### config.mk
export PLATFORM = sky130hd
export DESIGN_NAME = basic_hash_func
export DESIGN_NICKNAME = d
export VERILOG_FILES = /design/src/rtl/basic_hash_func_pkg.sv /design/src/rtl/basic_hash_func.sv
export SDC_FILE = /design/constraint.sdc
export NUM_CORES = 1
export LEC_CHECK = 0
export CAP_MARGIN = 20
export CORE_MARGIN = 10
export CORE_UTILIZATION = 29
export DETAILED_ROUTE_END_ITERATION = 10
export GPL_ROUTABILITY_DRIVEN = 1
export PLACE_DENSITY_LB_ADDON = 0.1
export SYNTH_ARGS = -nofsm -noshare
export SYNTH_HDL_FRONTEND = slang
export SYNTH_SLANG_ARGS = --single-unit
### constraint.sdc
create_clock -name vclk -period 1.8
set_clock_uncertainty 0.05 [all_clocks]
set_input_delay 0.36 -clock vclk [all_inputs]
set_output_delay 0.36 -clock vclk [all_outputs]
set_load 0.005 [all_outputs]
### src/rtl/basic_hash_func_pkg.sv
// Shared constants for the bridge FIB: MAC key width, FIB table size and
// the ceil(log2) helper used to size table addresses and hash outputs.
package basic_hash_func_pkg;

    // Smallest r with 2**r >= n; returns 0 for n <= 1.
    function automatic int clog2(input int n);
        int r;
        longint v;
        r = 0;
        v = 1;
        while (v < longint'(n)) begin
            v = v * 2;
            r = r + 1;
        end
        return r;
    endfunction

    localparam int MAC_W       = 48;
    localparam int FIB_ENTRIES = 256;
    localparam int FIB_ASZ     = clog2(FIB_ENTRIES);

endpackage

### src/rtl/basic_hash_func.sv
// XOR-fold hash of a wide key onto a table index in [0, hf_entries).
// Combinational by default; reg_out=1 adds a single output register.
module basic_hash_func
    import basic_hash_func_pkg::*;
#(
    parameter int input_sz   = 48,
    parameter int hf_entries = 256,
    parameter bit reg_out    = 1'b0,
    localparam int hsz       = (clog2(hf_entries) < 1) ? 1 : clog2(hf_entries)
) (
    input  logic                clk,
    input  logic                reset,
    input  logic [input_sz-1:0] hf_in,
    output logic [hsz-1:0]      hf_out
);

    // Key is padded with zeros up to a whole number of hsz-bit chunks.
    localparam int NCH  = (input_sz + hsz - 1) / hsz;
    localparam int PADW = NCH * hsz;
    // Table size held one bit wider than the index so powers of two fit.
    localparam logic [hsz:0] ENT = (hsz + 1)'(hf_entries);

    logic [PADW-1:0] key_pad;
    logic [hsz-1:0]  fold_d;
    logic [hsz-1:0]  idx_d;

    // Zero-extend the key; the top chunk gets zeros in its upper bits.
    always_comb begin
        key_pad                = '0;
        key_pad[input_sz-1:0]  = hf_in;
    end

    // XOR all chunks together, chunk k taken from bits [k*hsz +: hsz].
    always_comb begin
        fold_d = '0;
        for (int k = 0; k < NCH; k++) begin
            fold_d = fold_d ^ key_pad[k*hsz +: hsz];
        end
    end

    // Range reduction: since 2**hsz < 2*hf_entries, the fold is below
    // 2*hf_entries and one conditional subtract gives the exact modulo.
    // For power-of-two tables the compare is never true and folds away.
    always_comb begin
        if ({1'b0, fold_d} >= ENT) begin
            idx_d = fold_d - ENT[hsz-1:0];
        end else begin
            idx_d = fold_d;
        end
    end

    if (reg_out) begin : g_reg
        logic [hsz-1:0] hf_out_q;

        // Output register: reset forces index 0, dropping any pending value.
        always_ff @(posedge clk) begin
            if (reset) begin
                hf_out_q <= '0;
            end else begin
                hf_out_q <= idx_d;
            end
        end

        assign hf_out = hf_out_q;
    end else begin : g_comb
        // Clock and reset are kept on the port list but have no function here.
        logic unused_clk_rst;
        assign unused_clk_rst = clk ^ reset;

        assign hf_out = idx_d;
    end

endmodule

==> metrics <==
status finished clean; Port-buffer cells 56; Flop pwr share 0%; register area 0 sq um; Layout Nets 140; Final Hold Vio Count 0; clock buf count 0; area grow syn2layout 115.0%; die boundary height between 50 and 60 um; commonest cells after routing, fill and taps aside dlygate4sd2_1 (32), xnor2_1 (15), clkdlybuf4s50_1 (12), xnor2_2 (9); Leak between 0.5 and 0.6 nW; die area between 3000 and 4000 sq um; DP Area roughly 1000 sq um; setup_tns 0 ns; first drt pass iteration count 2; GRT met3 Usage 1.073%; Tmin final ~1.8 ns; Peak supply drop 0.1763 mV; commonest non-fill, non-tap cell in the layout dlygate4sd2_1; Post-Syn Instances 32; Final setup viols 0; Synth cell types 3; share of cells above drive strength 1 approximately a fifth; initial antenna violation count 0; vias after detailed routing slightly above 400; Max Clk Rate 0.5708 GHz; Avg Cell Area, Syn approximately 14 sq um; power share of the combinational group 100.0%; Synth Cell Area around 450 sq um; DR iter-0 viols 1; drc violations 0; met1 Use GR under 10%; Ys Warns 0; CP Launch Type primary input; grt ovf 0; sequential cells 0; Finished Cell Area between 900 and 1000 sq um; GRT met2 Usage around 17%; fill cell count approximately 140; Sw Ratio between 20 and 30%; area of the multi-input gates around 460 sq um; crit share post-route 97.33%; wire per inst 14.28 um; sequential area share after synthesis 0%; vias in the first global route 460; Core Area roughly 1500 sq um; relative max-transition margin between 80 and 90%; Worst setup EP type primary output; Post-DP HPWL between 1 and 1.5 mm; Pins Over Slew Limit 0; site row count 14; Pwr Total ~0.00032 W; DRT Wirelength about 1.5 mm; Global Route Usage Sum approximately 7.9%; Worst EP arrival around 1.3 ns; largest net degree at the start of global routing 2; min-delay worst type primary input to primary output; via/cell ratio 3.981; CP Class primary input to primary output; global-route wire length before repair 2.311 mm; crit-path max FO 1; P per Cell Area roughly 330 nW/um^2; gpl congestion around 0.64; internal power roughly 0.00023 W; # Max-Cap Violations 0; initial core utilization 30.25%; Sw Pwr 0.00009466 W; busiest layer in global routing met2; Post-DRT Antenna Nets 0; # diodes 0; die width between 50 and 60 um; Clock power frac 0%; Critical Path RT ~1.4 ns; io pins 58; Slew @ Worst Pin 0.1779 ns; post-synth net total 82
[synth_stat cells (all sizes together)]
master | n | area (sq um)
xnor2 | 24 | 270.3
xnor3 | 8 | 180.2
[cell families (layout without fill, tap and decap cells)]
family / after synthesis / in the layout / share of synthesized area, %
xor+xnor: 32 / 32 / 100.0
buf+inv: 0 / 56 / 0
[per-stage QoR]
step	std cells	hold WS (ns)	worst slack (ns)	utilization, %
2_1_floorplan	32	0.8961	0.4947	-
3_3_place_gp	104	1.823	-0.4470	69.24
3_5_place_dp	104	1.831	-0.4562	69.24
4_1_cts	104	1.314	0.01451	63.87
5_1_grt	104	1.207	-0.003601	65.04
6_report	104	1.126	0.04797	65.04
[layout make-up]
cell class,count,area share (%)
multi-input combinational,32,47.29
tap,16,2.067
timing repair buffer,56,50.65
[power groups by stage]
stage | clock network [W] | logic (W) | registers [W]
floorplan | 0 | 0.000169 | 0
global placement | 0 | 0.000405 | 0
detailed placement | 0 | 0.000409 | 0
CTS | 0 | 0.000332 | 0
global route | 0 | 0.000349 | 0
finish | 0 | 0.000322 | 0
[repair_timing]
action	in CTS	in global routing
pin swaps	17	3
setup endpoints to repair	8	3
gates resized for setup	64	5
endpoints found under the hold margin	0	0
hold buffers	0	0
setup buffers	0	0
[worst max-delay path, stage by stage]
cell             delay, ns
clkdlybuf4s50_1       0.49
xnor2_2               0.12
xnor3_1               0.23
buf_2                 0.14
[path summary, 6_finish.rpt]
kind / startpoint / to / slack (ns) / cells past startpoint
worst max-delay path: hf_in[2] / hf_out[2] / 0.05 / 4
worst min-delay path: hf_in[4] / hf_out[4] / 1.13 / 4
[metal layers]
layer | vias up | share of wire, %
met5 | - | 0
met4 | 0 | 0
met3 | 0 | 5.3
met2 | 16 | 65
met1 | 182 | 29
li1 | 216 | -
(Power assumes the default switching activity.)
